===== config.mk =====
export PLATFORM = sky130hd
export DESIGN_NAME = ws2812_frame_sched_flat
export DESIGN_NICKNAME = d
export VERILOG_FILES = /design/src/rtl/ws2812_pkg.sv /design/src/rtl/ws2812_frame_sched_if.sv /design/src/rtl/ws2812_latch_timer.sv /design/src/rtl/ws2812_frame_sched.sv /design/src/flat_wrapper.sv
export SDC_FILE = /design/constraint.sdc
export NUM_CORES = 1
export LEC_CHECK = 0
export BUFFER_PORTS_ARGS = -buffer_cell sky130_fd_sc_hd__buf_2
export CORE_MARGIN = 10
export CORE_UTILIZATION = 27
export DETAILED_ROUTE_END_ITERATION = 8
export GPL_ROUTABILITY_DRIVEN = 0
export PLACE_DENSITY = 0.46
export SYNTH_ARGS = -nofsm -noshare
export SYNTH_HDL_FRONTEND = slang
export SYNTH_HIERARCHICAL = 1
export SYNTH_SLANG_ARGS = --single-unit

===== constraint.sdc =====
create_clock -name clk -period 3.15 [get_ports clk]
set_clock_uncertainty 0.05 [all_clocks]
set_input_delay 0 -clock clk [delete_from_list [all_inputs] [get_ports clk]]
set_output_delay 0 -clock clk [all_outputs]
set_load 0.1 [all_outputs]

===== src/rtl/ws2812_pkg.sv =====
// Shared types and constants for the WS2812 frame scheduler and its encoder.
package ws2812_pkg;

   localparam int PIXEL_W = 24;

   // GRB byte order on the wire: green first
   localparam int G_MSB = 23;
   localparam int R_MSB = 15;
   localparam int B_MSB = 7;

   localparam int DEFAULT_LATCH_CYCLES = 5000;

   typedef enum logic [2:0] {
      IDLE,
      RD_REQ,
      RD_WAIT,
      PIX_OUT,
      DRAIN,
      LATCH
   } sched_state_t;

endpackage


===== src/rtl/ws2812_frame_sched_if.sv =====
// Pixel stream between the frame scheduler (master) and the serial bit encoder (slave).
interface ws2812_frame_sched_if;

   logic                           pix_valid;
   logic [ws2812_pkg::PIXEL_W-1:0] pix_data;
   logic                           pix_ready;
   logic                           enc_busy;

   modport master (
      output pix_valid,
      output pix_data,
      input  pix_ready,
      input  enc_busy
   );

   modport slave (
      input  pix_valid,
      input  pix_data,
      output pix_ready,
      output enc_busy
   );

endinterface


===== src/rtl/ws2812_latch_timer.sv =====
// Loadable down-counter with a zero flag; times the WS2812 latch/reset gap.
module ws2812_latch_timer #(
   parameter int TIMER_W = 16
) (
   input  logic               clk,
   input  logic               rst,
   input  logic               load,
   input  logic [TIMER_W-1:0] load_val,
   input  logic               dec,
   output logic               zero
);

   logic [TIMER_W-1:0] count_q;
   logic [TIMER_W-1:0] count_d;

   // Load wins over decrement; the counter parks at zero instead of wrapping
   always_comb begin
      count_d = count_q;
      if (load) begin
         count_d = load_val;
      end else if (dec && (count_q != '0)) begin
         count_d = count_q - TIMER_W'(1);
      end
   end

   always_ff @(posedge clk) begin
      if (rst) begin
         count_q <= '0;
      end else begin
         count_q <= count_d;
      end
   end

   assign zero = (count_q == '0);

endmodule


===== src/rtl/ws2812_frame_sched.sv =====
// Owns the shared pixel RAM port and sequences full-strip refresh frames:
// read each pixel, hand it to the encoder, then hold the latch gap.
module ws2812_frame_sched
   import ws2812_pkg::*;
#(
   parameter int ADDR_W       = 11,
   parameter int LATCH_CYCLES = DEFAULT_LATCH_CYCLES,
   parameter int TIMER_W      = 16,
   parameter int AUTO_REFRESH = 0
) (
   input  logic                 clk,
   input  logic                 rst,

   input  logic                 wr_req,
   input  logic [ADDR_W-1:0]    wr_addr,
   input  logic [PIXEL_W-1:0]   wr_data,

   input  logic [19:0]          data_depth,
   input  logic                 refresh_en,
   input  logic                 frame_trig,

   output logic                 ram_en,
   output logic                 ram_we,
   output logic [ADDR_W-1:0]    ram_addr,
   output logic [PIXEL_W-1:0]   ram_wdata,
   input  logic [PIXEL_W-1:0]   ram_rdata,

   ws2812_frame_sched_if.master pix_if,

   output logic                 frame_busy,
   output logic                 frame_done
);

   localparam int          IDX_W     = ADDR_W + 1;
   localparam logic [19:0] MAX_DEPTH = 20'(2 ** ADDR_W);

   sched_state_t       state_q, state_d;
   logic               trig_pending_q, trig_pending_d;
   logic [IDX_W-1:0]   pix_idx_q, pix_idx_d;
   logic [IDX_W-1:0]   depth_q, depth_d;
   logic               pix_valid_q, pix_valid_d;
   logic [PIXEL_W-1:0] pix_data_q, pix_data_d;
   logic               frame_busy_q, frame_busy_d;
   logic               frame_done_q, frame_done_d;

   logic               tmr_load;
   logic               tmr_dec;
   logic               tmr_zero;
   logic               start_ok;
   logic               last_pix;

   ws2812_latch_timer #(
      .TIMER_W (TIMER_W)
   ) u_latch_timer (
      .clk      (clk),
      .rst      (rst),
      .load     (tmr_load),
      .load_val (TIMER_W'(LATCH_CYCLES - 1)),
      .dec      (tmr_dec),
      .zero     (tmr_zero)
   );

   assign start_ok = refresh_en && (trig_pending_q || frame_trig || (AUTO_REFRESH != 0))
                     && (data_depth != 20'd0);
   assign last_pix = (pix_idx_q == (depth_q - IDX_W'(1)));

   // Writer traffic always owns the RAM port; the frame read simply waits a cycle
   always_comb begin
      ram_en    = 1'b0;
      ram_we    = 1'b0;
      ram_addr  = '0;
      ram_wdata = '0;
      if (wr_req) begin
         ram_en    = 1'b1;
         ram_we    = 1'b1;
         ram_addr  = wr_addr;
         ram_wdata = wr_data;
      end else if (state_q == RD_REQ) begin
         ram_en   = 1'b1;
         ram_addr = pix_idx_q[ADDR_W-1:0];
      end
   end

   always_comb begin
      state_d        = state_q;
      trig_pending_d = trig_pending_q | frame_trig;
      pix_idx_d      = pix_idx_q;
      depth_d        = depth_q;
      pix_valid_d    = pix_valid_q;
      pix_data_d     = pix_data_q;
      frame_busy_d   = frame_busy_q;
      frame_done_d   = 1'b0;
      tmr_load       = 1'b0;
      tmr_dec        = 1'b0;

      case (state_q)
         IDLE: begin
            if (start_ok) begin
               state_d        = RD_REQ;
               trig_pending_d = 1'b0;
               pix_idx_d      = '0;
               depth_d        = (data_depth > MAX_DEPTH) ? IDX_W'(MAX_DEPTH) : IDX_W'(data_depth);
               frame_busy_d   = 1'b1;
            end
         end
         RD_REQ: begin
            if (!wr_req) begin
               state_d = RD_WAIT;
            end
         end
         RD_WAIT: begin
            pix_data_d  = ram_rdata;
            pix_valid_d = 1'b1;
            state_d     = PIX_OUT;
         end
         PIX_OUT: begin
            if (pix_valid_q && pix_if.pix_ready) begin
               pix_valid_d = 1'b0;
               if (last_pix) begin
                  state_d = DRAIN;
               end else begin
                  pix_idx_d = pix_idx_q + IDX_W'(1);
                  state_d   = RD_REQ;
               end
            end
         end
         DRAIN: begin
            if (!pix_if.enc_busy) begin
               tmr_load = 1'b1;
               state_d  = LATCH;
            end
         end
         LATCH: begin
            if (tmr_zero) begin
               frame_done_d = 1'b1;
               frame_busy_d = 1'b0;
               state_d      = IDLE;
            end else begin
               tmr_dec = 1'b1;
            end
         end
         default: begin
            state_d = IDLE;
         end
      endcase
   end

   always_ff @(posedge clk) begin
      if (rst) begin
         state_q        <= IDLE;
         trig_pending_q <= 1'b0;
         pix_idx_q      <= '0;
         depth_q        <= '0;
         pix_valid_q    <= 1'b0;
         pix_data_q     <= '0;
         frame_busy_q   <= 1'b0;
         frame_done_q   <= 1'b0;
      end else begin
         state_q        <= state_d;
         trig_pending_q <= trig_pending_d;
         pix_idx_q      <= pix_idx_d;
         depth_q        <= depth_d;
         pix_valid_q    <= pix_valid_d;
         pix_data_q     <= pix_data_d;
         frame_busy_q   <= frame_busy_d;
         frame_done_q   <= frame_done_d;
      end
   end

   assign pix_if.pix_valid = pix_valid_q;
   assign pix_if.pix_data  = pix_data_q;
   assign frame_busy       = frame_busy_q;
   assign frame_done       = frame_done_q;

endmodule


===== src/flat_wrapper.sv =====
// flat-port wrapper written by rule: the top's interface ports become plain ports
module ws2812_frame_sched_flat import ws2812_pkg::*;
#(
   parameter int ADDR_W       = 11,
   parameter int LATCH_CYCLES = DEFAULT_LATCH_CYCLES,
   parameter int TIMER_W      = 16,
   parameter int AUTO_REFRESH = 0
)
  (clk, rst, wr_req, wr_addr, wr_data, data_depth, refresh_en, frame_trig, ram_en, ram_we, ram_addr, ram_wdata, ram_rdata, frame_busy, frame_done, pix_if_pix_valid, pix_if_pix_data, pix_if_pix_ready, pix_if_enc_busy);
  ws2812_frame_sched_if pix_if_i ();
  input  logic clk;
  input  logic rst;
  input  logic wr_req;
  input  logic [ADDR_W-1:0] wr_addr;
  input  logic [PIXEL_W-1:0] wr_data;
  input  logic [19:0] data_depth;
  input  logic refresh_en;
  input  logic frame_trig;
  output logic ram_en;
  output logic ram_we;
  output logic [ADDR_W-1:0] ram_addr;
  output logic [PIXEL_W-1:0] ram_wdata;
  input  logic [PIXEL_W-1:0] ram_rdata;
  output logic frame_busy;
  output logic frame_done;
  output wire logic [$bits(pix_if_i.pix_valid)-1:0] pix_if_pix_valid;
  output wire logic [$bits(pix_if_i.pix_data)-1:0] pix_if_pix_data;
  input wire logic [$bits(pix_if_i.pix_ready)-1:0] pix_if_pix_ready;
  input wire logic [$bits(pix_if_i.enc_busy)-1:0] pix_if_enc_busy;
  assign pix_if_pix_valid = pix_if_i.pix_valid;
  assign pix_if_pix_data = pix_if_i.pix_data;
  assign pix_if_i.pix_ready = pix_if_pix_ready;
  assign pix_if_i.enc_busy = pix_if_enc_busy;
  ws2812_frame_sched #(.ADDR_W(ADDR_W), .LATCH_CYCLES(LATCH_CYCLES), .TIMER_W(TIMER_W), .AUTO_REFRESH(AUTO_REFRESH)) u_core (.clk(clk), .rst(rst), .wr_req(wr_req), .wr_addr(wr_addr), .wr_data(wr_data), .data_depth(data_depth), .refresh_en(refresh_en), .frame_trig(frame_trig), .ram_en(ram_en), .ram_we(ram_we), .ram_addr(ram_addr), .ram_wdata(ram_wdata), .ram_rdata(ram_rdata), .pix_if(pix_if_i), .frame_busy(frame_busy), .frame_done(frame_done));
endmodule

# After elaboration in Yosys (flattened, before gate mapping)
# Cells that the tools add are included.
# totals
ff_bits	71
elab_cells	80
inputBits	86
# classes
n_lt_le_gt_ge	1
n_bitwise	2
mux	32
eq_ne	12
n_addsub	3
reduce_logical	20
# op_table
operator	n
$mux 12	4
$mux 13	2
$mux 24	1
$pmux 12 s2	1
$mux 11	2
$gt 20x12->1 const B	1
$reduce_bool 20->1	1
$mux 3	6
$pmux 3 s6	1
$logic_not 16->1	1
$reduce_bool 16->1	1
$sub 16x1->16 const B	1
$mux 1	13
$add 12x1->12 const B	1
$eq 12x12->1	1
$sub 12x1->12 const B	1
$reduce_bool 2->1	4
$eq 3x2->1 const B	2
$eq 3x3->1 const B	2
$ne 2x1->1 const B	3
$ne 2x2->1 const B	3
$reduce_and 5->1	1
$logic_and 1x1->1	4
$pmux 1 s2	2
9 further kinds	11

# Depth between registers and ports, before layout
# Gate-level depths: netlist of run 1.
# depth
depth_word	6
depth_mapped	12
depth_no_buf	11

# Hierarchy
# Netlist of run 1, hierarchy kept.
# modules_own_cells
module	seq_area_each_um2	cells_each	instances	area_each_um2
ws2812_frame_sched	1101.1	383	1	3006.6
ws2812_latch_timer	320.3	114	1	944.7

# Worst setup path after synthesis of run 1
# Ideal clock, no wire load.
# synth_timing
path_type	register to register
startpoint	register u_core.u_latch_timer.count_q[0]
endpoint	register u_core.u_latch_timer.count_q[4]
setup_slack_ns	0.440
n_path_buf	1
arrival_time_ns	2.569
path_stages_with_launch	11
cell_sequence	dfxtp_1 -> inv_1 -> ha_1 -> nor3b_1 -> and4bb_2 -> buf_6 -> nor2_1 -> and2_1 -> or4bb_1 -> or3_2 -> a311oi_1
# synth_via
elab_chain_len	4
elab_cells_between_ends	6
classes_between	add/sub: 1; mux: 2; reduce/logical: 3
# synth_lines
element	line_no	source
start, declared	ws2812_latch_timer.sv:13	logic [TIMER_W-1:0] count_q;
start signal, assigned	ws2812_latch_timer.sv:30	count_q <= count_d;
$logic_not 16->1	ws2812_latch_timer.sv:34	assign zero = (count_q == '0);
via u_core.tmr_zero	ws2812_frame_sched.sv:48	logic tmr_zero;
$mux 1	ws2812_frame_sched.sv:134	if (tmr_zero) begin
$mux 1	ws2812_frame_sched.sv:96	case (state_q)
via u_core.tmr_dec	ws2812_frame_sched.sv:47	logic tmr_dec;
$logic_and 1x1->1	ws2812_latch_timer.sv:21	end else if (dec && (count_q != '0)) begin
# The timed path passes the listed nets, and every way through them passes these cells.
# A chain may end at the register's enable or synchronous reset.

# Worst setup path after layout of run 1
# Ends and elaborated chain as after synthesis.

==> flow_summary_export.csv, run 1 <==
group,metric,value,unit
outcome,status,"finished, final reports clean",
grt,grt_pass1_vias,4147,
sta,finalCritPeriodShare,0.8866,
sta,tightest_slew,0.6595,ns
power_and_ir_drop,netSwitchingFraction,0.3429,
logic_synthesis,synthFlopType,"dfxtp_1",
power_and_ir_drop,p_int,0.001687,W
routing,wl_per_cell,14.33,um
clock_tree,clock_latency,0.34,ns
logic_synthesis,yosysTopAreaCellShare,0.3597,
critical_path,crit_arrival,2.98,ns
critical_path,critPathKind,"register to register",
power_and_ir_drop,peakVddDrop,214.5,uV
sta,slew_violations,0,
grt,grt_max_degree,48,
critical_path,r2r-start,"u_core/u_latch_timer/count_q[0]",
clock_tree,cts_resized,0,
critical_path,critPathMaxFanout,8,
critical_path,cp.required,3.34,ns
logic_synthesis,syn_inst,497,
routing,dr_wl_met3,1134,um
grt,track_usage,0.1252,
worst_hold_path,worstHoldStart,"pix_if_pix_ready",
routing,dr.pass1.iters,4,
logic_synthesis,synth-edff-count,0,
critical_path,cp-start-kind,"register",
grt,grt_pass1_wl,20930,um
logic_synthesis,post-synth-top-area-cell,"dfxtp_1",
routing,drtAntennaViolNets,0,
sta,final.setup.tns,0,ns
logic_synthesis,synthesis.area,0.003951,sq mm
clock_tree,cts_root_buf,"clkbuf_16",
cells_and_area,fin_area,0.005588,sq mm
clock_tree,htree_levels,3,
floorplanning,start_util,0.2739,
cells_and_area,drive_gt1_frac,0.2824,
power_and_ir_drop,pwr-share-comb,0.220,
routing,top_layer_used,"met4",
critical_path,critPathCaptureType,"register",
power_and_ir_drop,p_leak,2.354,nW
logic_synthesis,avgSynthCellArea,7.950,sq um
routing,drt_iter0_markers,211,
floorplanning,num_io_pins,150,
floorplanning,fp.dieH,141.0,um
clock_tree,cts_max_path_buffers,2,
logic_synthesis,synth_cell_types,68,
floorplanning,coreArea,0.01442,sq mm
job,cap_viol_max_count,0,
cells_and_area,diodes,0,
clock_tree,clk_transition_reported_paths,0.06,ns
routing,wl_met2,5533,um
worst_hold_path,min_path_type,"input pin to register",
logic_synthesis,yosys_warnings,6,
sta,rsz0062_at_grt,"no",
grt,antenna_found_initial,0,
floorplanning,die_area,0.01987,sq mm
sta,hold_viol_final,0,
cells_and_area,layout.nets,778,
critical_path,cp-startpoint,"u_core/u_latch_timer/count_q[0]",
logic_synthesis,synth.area.top_cells,"dfxtp_1 36%, nand2_1 6.8%, a21oi_1 5.3%, xnor2_1 4.7%, nor2_1 4.4%",
sta,max_freq,0.3581,GHz
cells_and_area,n_fill_cell,1538,
logic_synthesis,ys_seq_elements,71,
grt,overflow,0,
logic_synthesis,ys_seq_area_frac,0.3597,
routing,routed_wl,12580,um
clock_tree,numCtsBuffers,9,
clock_tree,cts_num_sinks,71,
sta,relSlewSlack,0.5604,
routing,vias,4165,
place,place_hpwl,9444,um
routing,post_drt_via_cell_ratio,4.744,
power_and_ir_drop,clock_power_share,0.416,
routing,wl_met1,5749,um
floorplanning,die_w,141.0,um
place,dpl_cell_area,0.004907,sq mm
place,portBuffers,149,
clock_tree,cts_tree,"yes",
power_and_ir_drop,p_switching,0.0008804,W
power_and_ir_drop,power_density,459.5,mW/mm^2
sta,setup-violations-final,0,
sta,period_minus_slack,2.793,ns
power_and_ir_drop,power_frac_seq,0.364,
cells_and_area,area_growth,41.42,%
routing,drcViolationCount,0,
logic_synthesis,synthArstFlopShare,0,
floorplanning,row_count,44,
[power groups by stage]
stage | clock, W | combinational [W] | sequential (W)
2_1_floorplan | 0 | 0.000303 | 0.00106
5_1_grt | 0.00114 | 0.000598 | 0.000937
6_report | 0.00107 | 0.000564 | 0.000935
4_1_cts | 0.00110 | 0.000568 | 0.000934
3_3_place_gp | 0 | 0.000529 | 0.000954
3_5_place_dp | 0 | 0.000532 | 0.000955
[worst max-delay path, cell delays in order, from the launching register on]
cell,delay (ns)
dfxtp_1,0.37
inv_1,0.06
ha_1,0.24
nor3b_1,0.15
and4bb_2,0.24
nor2_1,0.16
and2_1,0.28
or4bb_1,0.45
or3_2,0.43
a311oi_1,0.27
[cells in the final DEF, fill, tap and decap left out, drive strengths merged, types with 11 or more instances in the layout]
master	count
nor3	18
inv	15
a21oi	42
and2	25
buf	160
xnor2	21
nand3	12
nor4	11
o21ai	18
mux2i	16
nand2	72
nor2	46
dlygate4sd3	37
dfxtp	71
conb	16
[repair_timing]
action	CTS	global route
hold buffers	37	0
setup buffers	0	0
endpoints found under the hold margin	37	0
endpoints found under the setup margin	0	0
[final timing paths]
path | slack (ns) | depth (start not counted) | end
worst max-delay path | 0.36 | 9 | u_core/u_latch_timer/count_q[4]
worst min-delay path | 0.005 | 4 | u_core/pix_if.pix_valid
worst max register to register | 0.36 | 9 | u_core/u_latch_timer/count_q[4]
worst min register to register | 0.40 | 2 | u_core/pix_if.pix_data[22]
[state kept, by name, summed over array words and instances, names as in the netlist]
register                      cells
u_core/pix_if.pix_data           24
u_core/u_latch_timer/count_q     16
u_core/trig_pending_q             1
u_core/frame_done                 1
u_core/pix_idx_q                 12
u_core/frame_busy                 1
u_core/state_q                    3
u_core/depth_q                   12
u_core/pix_if.pix_valid           1
[cells in the mapped netlist, types with 6 or more instances]
master and count:
nand3_1 12, a22o_1 8, o21ai_0 15, nand2b_1 6
a311oi_1 6, nand2_1 72, clkbuf_1 23, xnor2_1 21
mux2i_1 16, inv_1 10, nor2_1 46, and2_1 25
a21oi_1 42, nor3_1 17, a211oi_1 8, dfxtp_1 71
nor4_1 10
[per-layer routing]
metal | vias up | global-route usage
met5 | - | 0
met4 | 0 | 0.04565
met3 | 9 | 0.04904
met2 | 136 | 0.1919
met1 | 1884 | 0.1553
li1 | 2136 | -
[area by class of cell]
type,instances,area [sq um],share of cell area
Sequential cell,71,1421,0.2544
Clock buffer,9,225.2,0.04030
Inverter,11,41.29,0.007389
Tap cell,184,230.2,0.04120
Multi-Input combinational cell,399,2386,0.4270
Clock inverter,7,85.08,0.01523
Timing Repair Buffer,197,1199,0.2145
[through the flow]
stage / setup slack [ns] / power [W] / std cells / hold WS, ns / util
floorplan: 0.4398 / 0.001362 / 511 / 0.05862 / -
global placement: 0.4980 / 0.001483 / 825 / 0.1673 / 0.3402
detailed placement: 0.3862 / 0.001487 / 825 / 0.1707 / 0.3402
CTS: 0.3461 / 0.002606 / 878 / 0.0001628 / 0.3874
global route: 0.1371 / 0.002678 / 878 / 0.03927 / 0.3874
finish: 0.3572 / 0.002568 / 878 / 0.005478 / 0.3874
[logic make-up after synthesis]
group | after synthesis | share of synthesized area
fa+ha+maj | 3 | 0.009501
compound gates | 106 | 0.1770
flops | 71 | 0.3597
mux | 16 | 0.04053
simple gates | 233 | 0.3062
other cells | 2 | 0.001901
xor+xnor | 25 | 0.05541
buf+inv | 41 | 0.04971
Power figures use the tool's default switching activity.
==> run 2, diff against run 1 <==
SYNTH_HIERARCHICAL = default   (was 1)
==> flow_summary_export.csv, run 2 <==
group,metric,value,unit
power_and_ir_drop,power_density,464.7,mW/mm^2
power_and_ir_drop,peakVddDrop,225.9,uV
routing,post_drt_via_cell_ratio,4.779,
critical_path,critPathMaxFanout,5,
logic_synthesis,yosysTopAreaCellShare,0.3622,
sta,slew_violations,0,
critical_path,critPathKind,"register to register",
floorplanning,die_area,0.01975,sq mm
logic_synthesis,synthesis.nets,574,
clock_tree,numCtsBuffers,9,
critical_path,cp-start-kind,"register",
job,cap_viol_max_count,0,
power_and_ir_drop,pwr-share-comb,0.250,
cells_and_area,drive_gt1_frac,0.2939,
floorplanning,die_w,140.6,um
critical_path,critPathCaptureType,"register",
logic_synthesis,synthesis.area,0.003924,sq mm
cells_and_area,regArea,0.001421,sq mm
power_and_ir_drop,p_int,0.001643,W
sta,relSlewSlack,0.3395,
clock_tree,cts_max_path_buffers,2,
logic_synthesis,post-synth-top-area-cell,"dfxtp_1",
floorplanning,coreArea,0.01404,sq mm
logic_synthesis,syn_inst,484,
routing,drcViolationCount,0,
grt,grt_max_degree,46,
cells_and_area,final_cell_mix,"149 x buf_2, 79 x nand2_1, 71 x dfxtp_1",
cells_and_area,layout.nets,745,
logic_synthesis,yosys_warnings,0,
floorplanning,row_count,43,
logic_synthesis,yosys-top-cells-count,"79 x nand2_1, 71 x dfxtp_1, 42 x a21oi_1",
clock_tree,clock_latency,0.34,ns
grt,overflow,0,
power_and_ir_drop,p_switching,0.0009036,W
routing,dr.pass1.iters,4,
cells_and_area,fin_util,0.3903,
grt,grt_pass1_vias,3920,
floorplanning,num_io_pins,150,
logic_synthesis,synthArstFlopShare,0,
routing,wl_per_cell,14.85,um
clock_tree,cts_resized,0,
clock_tree,clk_transition_reported_paths,0.06,ns
cells_and_area,n_fill_cell,1427,
sta,rsz0062_at_grt,"no",
sta,setup-violations-final,0,
floorplanning,fp.dieH,140.6,um
worst_hold_path,min_path_type,"input pin to register",
place,portBuffers,149,
power_and_ir_drop,netSwitchingFraction,0.3548,
sta,tightest_slew,0.9907,ns
grt,antenna_found_initial,0,
cells_and_area,area_growth,39.67,%
sta,max_freq,0.3729,GHz
cells_and_area,final_common_cell,"buf_2",
place,place_hpwl,9472,um
critical_path,cp.required,3.37,ns
place,placed_cells,788,
logic_synthesis,synth_cell_types,62,
clock_tree,cts_num_sinks,71,
logic_synthesis,avgSynthCellArea,8.107,sq um
logic_synthesis,synth-edff-count,0,
power_and_ir_drop,clock_power_share,0.378,
sta,final.setup.tns,0,ns
routing,drtAntennaViolNets,0,
routing,vias,4014,
power_and_ir_drop,power_frac_seq,0.372,
cells_and_area,diodes,0,
critical_path,crit_arrival,2.90,ns
clock_tree,cts_tree,"yes",
power_and_ir_drop,p_total,0.002547,W
clock_tree,htree_levels,3,
power_and_ir_drop,p_leak,2.357,nW
logic_synthesis,synth.area.top_cells,"dfxtp_1 36%, nand2_1 7.6%, a21oi_1 5.4%, and2_1 4.6%, a22o_1 4.2%",
clock_tree,cts_root_buf,"clkbuf_16",
sta,period_minus_slack,2.682,ns
logic_synthesis,ys_seq_area_frac,0.3622,
routing,drt_iter0_markers,185,
floorplanning,start_util,0.2794,
grt,grt_pass1_wl,20070,um
logic_synthesis,ys_seq_elements,71,
cells_and_area,largest_reg_flops,24,
sta,finalCritPeriodShare,0.8514,
cells_and_area,multi_input_area,0.002345,sq mm
routing,routed_wl,12470,um
outcome,status,"finished, final reports clean",
logic_synthesis,synthFlopType,"dfxtp_1",
logic_synthesis,yosysMostFrequentCell,"nand2_1",
cells_and_area,final_cells,840,
grt,track_usage,0.1212,
sta,hold_viol_final,0,
==> run 2: cell types whose count changed after synthesis, moves of 7 or more <==
cell / change
nor2_1: -13
mux2i_1: -8
nand2_1: +7
a22o_1: +11
==> run 2: stage by stage <==
step,cell area (sq um),hold slack [ns],setup WS [ns]
finish,5480,0.01949,0.4682
global route,5480,0.05366,0.2721
CTS,5480,0.01291,0.4526
detailed placement,4836,0.1789,0.4616
global placement,4836,0.1794,0.5411
floorplan,3924,0.05862,0.6851
==> run 2: path summary, 6_finish.rpt <==
| path | slack (ns) | cells after the start | start | end |
|---|---|---|---|---|
| setup / recovery | 0.47 | 9 | u_core.depth_q[0] | u_core.pix_idx_q[9] |
| hold / removal | 0.02 | 5 | data_depth[10] | u_core.depth_q[10] |
| setup reg to reg | 0.47 | 9 | u_core.depth_q[0] | u_core.pix_idx_q[9] |
| hold reg to reg | 0.40 | 2 | u_core.pix_if.pix_data[0] | u_core.pix_if.pix_data[0] |
==> run 2: metal layers <==
| layer | GRT usage | part of all wire | vias up |
|---|---|---|---|
| met4 | 0.04076 | 0.011 | 0 |
| met3 | 0.04429 | 0.087 | 14 |
| met5 | 0 | 0 | - |
| met1 | 0.1574 | 0.48 | 1814 |
| met2 | 0.1800 | 0.42 | 132 |
| li1 | - | - | 2054 |
==> run 2: critical path, cell delays in order, from the launching register on <==
cell and delay [ns]:
dfxtp_1 0.35, inv_1 0.10, ha_1 0.24, nor4b_2 0.41, or2b_1 0.28, xnor2_1 0.13, and4_1 0.23, a31o_1 0.26
a2111oi_4 0.36, mux2i_1 0.20
==> run 2: cells by family after synthesis <==
logic type	count (synthesis)	share of synthesized area
xor+xnor	27	0.06027
buf+inv	43	0.04400
simple gates	224	0.2930
mux	8	0.02041
flops	71	0.3622
fa+ha+maj	4	0.01276
compound gates	107	0.2073
==> run 2: final cells by class <==
cell class,count,area share
Multi-Input combinational cell,370,0.4279
Sequential cell,71,0.2594
Timing Repair Buffer,193,0.2128
Clock buffer,10,0.04361
Tap cell,180,0.04110
Clock inverter,6,0.008219
Inverter,10,0.007078
==> run 2: timing repair <==
action / CTS / global route
endpoints found under the setup margin: 0 / 0
hold buffers: 36 / 0
hold endpoints to repair: 36 / 0
setup buffers: 0 / 0
==> run 2: power groups by stage <==
| stage | logic (W) | registers (W) | clock network (W) |
|---|---|---|---|
| after floorplan | 0.000352 | 0.00107 | 0 |
| after global placement | 0.000604 | 0.000967 | 0 |
| after detailed placement | 0.000607 | 0.000967 | 0 |
| final | 0.000637 | 0.000948 | 0.000962 |
| after global routing | 0.000675 | 0.000952 | 0.00102 |
| after CTS | 0.000641 | 0.000948 | 0.000987 |
==> run 3, diff against run 2 <==
CORE_MARGIN = 3   (was 10)
CTS_BUF_LIST = sky130_fd_sc_hd__clkbuf_8   (was default)
==> flow_summary_export.csv, run 3 (synthesis results as in run 2) <==
group,metric,value,unit
outcome,status,"finished, final reports clean",
power_and_ir_drop,clock_power_share,0.342,
floorplanning,num_io_pins,150,
cells_and_area,final_common_cell,"buf_2",
routing,drtAntennaViolNets,0,
critical_path,ff2ff_path_depth,6,
critical_path,cp-start-kind,"register",
worst_hold_path,min_to,"u_core.depth_q[8]",
power_and_ir_drop,p_int,0.001551,W
floorplanning,row_count,43,
power_and_ir_drop,p_switching,0.0008551,W
power_and_ir_drop,peakVddDrop,194.1,uV
critical_path,cp.required,3.39,ns
cells_and_area,n_fill_cell,1441,
grt,overflow,0,
sta,rsz0062_at_grt,"no",
routing,wl_per_cell,13.65,um
critical_path,critPathCaptureType,"register",
sta,max_freq,0.3536,GHz
clock_tree,htree_levels,3,
critical_path,r2r_slack,0.32,ns
sta,final.setup.tns,0,ns
cells_and_area,area_growth,39.83,%
grt,grt_max_degree,40,
floorplanning,start_util,0.2794,
sta,finalCritPeriodShare,0.8979,
floorplanning,fp.dieH,126.6,um
grt,antenna_found_initial,0,
floorplanning,coreArea,0.01404,sq mm
routing,dr.pass1.iters,6,
cells_and_area,layout.nets,752,
routing,drt_iter0_markers,119,
clock_tree,cts_num_sinks,71,
clock_tree,cts_max_path_buffers,2,
sta,slew_violations,0,
cells_and_area,multi_input_area,0.002345,sq mm
cells_and_area,drive_gt1_frac,0.2898,
sta,relSlewSlack,0.3814,
power_and_ir_drop,pwr-share-comb,0.265,
sta,hold_viol_final,0,
routing,drcViolationCount,0,
cells_and_area,final_cell_mix,"149 x buf_2, 79 x nand2_1, 71 x dfxtp_1",
critical_path,critPathMaxFanout,16,
floorplanning,die_area,0.01601,sq mm
worst_hold_path,worstHoldStart,"data_depth[11]",
routing,vias,4060,
sta,tightest_slew,0.9280,ns
grt,track_usage,0.1429,
sta,whs,0.02957,ns
critical_path,critPathKind,"register to register",
power_and_ir_drop,netSwitchingFraction,0.3554,
place,place_hpwl,8541,um
job,cap_viol_max_count,0,
cells_and_area,regArea,0.001421,sq mm
cells_and_area,diodes,0,
grt,grt_pass1_wl,18860,um
power_and_ir_drop,power_density,438.5,mW/mm^2
routing,post_drt_via_cell_ratio,4.799,
grt,grt_pass1_vias,3880,
clock_tree,clock_latency,0.36,ns
critical_path,r2r-start,"u_core.state_q[0]",
clock_tree,cts_tree,"yes",
routing,routed_wl,11540,um
critical_path,crit_arrival,3.07,ns
place,portBuffers,149,
power_and_ir_drop,power_frac_seq,0.393,
worst_hold_path,worstHoldPathCells,3,
worst_hold_path,min_path_type,"input pin to register",
floorplanning,die_w,126.6,um
sta,setup-violations-final,0,
clock_tree,cts_root_buf,"clkbuf_8",
clock_tree,numCtsBuffers,9,
cells_and_area,largest_reg_flops,24,
clock_tree,clk_transition_reported_paths,0.08,ns
power_and_ir_drop,p_leak,2.355,nW
critical_path,r2r-end,"u_core.depth_q[1]",
sta,period_minus_slack,2.828,ns
## run 3: cell count changes in the layout (fill, tap and decap cells not counted)
cell	change
bufinv_16	+2
clkbuf_16	-9
clkbuf_8	+9
clkinv_2	-1
clkinv_4	-1
dlygate4sd3_1	+7
inv_6	-1
## run 3: worst max-delay path by stage
| stage | from | endpoint | slack [ns] |
|---|---|---|---|
| 5_1_grt | u_core.state_q[0] | u_core.depth_q[1] | 0.11 |
| 6_report | u_core.state_q[0] | u_core.depth_q[1] | 0.32 |
| 4_1_cts | u_core.state_q[0] | u_core.depth_q[1] | 0.34 |
| 3_3_place_gp | u_core.depth_q[0] | u_core.pix_idx_q[9] | 0.54 |
| 3_5_place_dp | u_core.depth_q[0] | u_core.pix_idx_q[9] | 0.48 |
| 2_1_floorplan | u_core.depth_q[0] | u_core.pix_idx_q[9] | 0.69 |
## run 3: layout make-up
class                   instances  area share
multi-input cells             370      0.4274
flip-flops and latches         71      0.2591
repair buffers                200      0.2253
well taps                     180     0.04105
clock buffers                  10     0.02509
clock inverters                 5     0.01505
inverters                      10    0.007070
## run 3: power by group through the flow
stage / sequential, W / combinational [W] / clock (W)
4_1_cts: 0.000946 / 0.000642 / 0.000859
6_report: 0.000946 / 0.000638 / 0.000822
3_5_place_dp: 0.000967 / 0.000603 / 0
5_1_grt: 0.000951 / 0.000679 / 0.000884
3_3_place_gp: 0.000967 / 0.000599 / 0
2_1_floorplan: 0.00107 / 0.000352 / 0
## run 3: what timing repair did
action / CTS / global route
gates resized for setup: 0 / 0
buffers inserted: 0 / 0
hold endpoints to repair: 41 / 0
hold buffers: 43 / 0
## run 3: per-stage QoR
step	utilization	area, sq um	total power [W]	cells	setup WS (ns)
floorplan	-	3924	0.001424	484	0.6851
global placement	0.3444	4836	0.001567	788	0.5435
detailed placement	0.3444	4836	0.001571	788	0.4754
CTS	0.3907	5487	0.002447	846	0.3369
global route	0.3907	5487	0.002514	846	0.1060
finish	0.3907	5487	0.002406	846	0.3217
## run 3: routing by layer
metal / vias up / routed length (um) / GRT usage
met2: 135 / 5258 / 0.2341
li1: 2059 / - / -
met5: - / 0 / 0
met4: 0 / 193 / 0.04984
met3: 12 / 785 / 0.03789
met1: 1854 / 5308 / 0.1817
## run 3: worst max-delay path, cell delays in order, from the launching register on
cell and delay, ns:
dfxtp_1 0.47, or2_0 0.32, or3_1 0.49, a2111oi_4 0.65, nand2_1 0.13, dlygate4sd3_1 0.58, o21ai_0 0.06
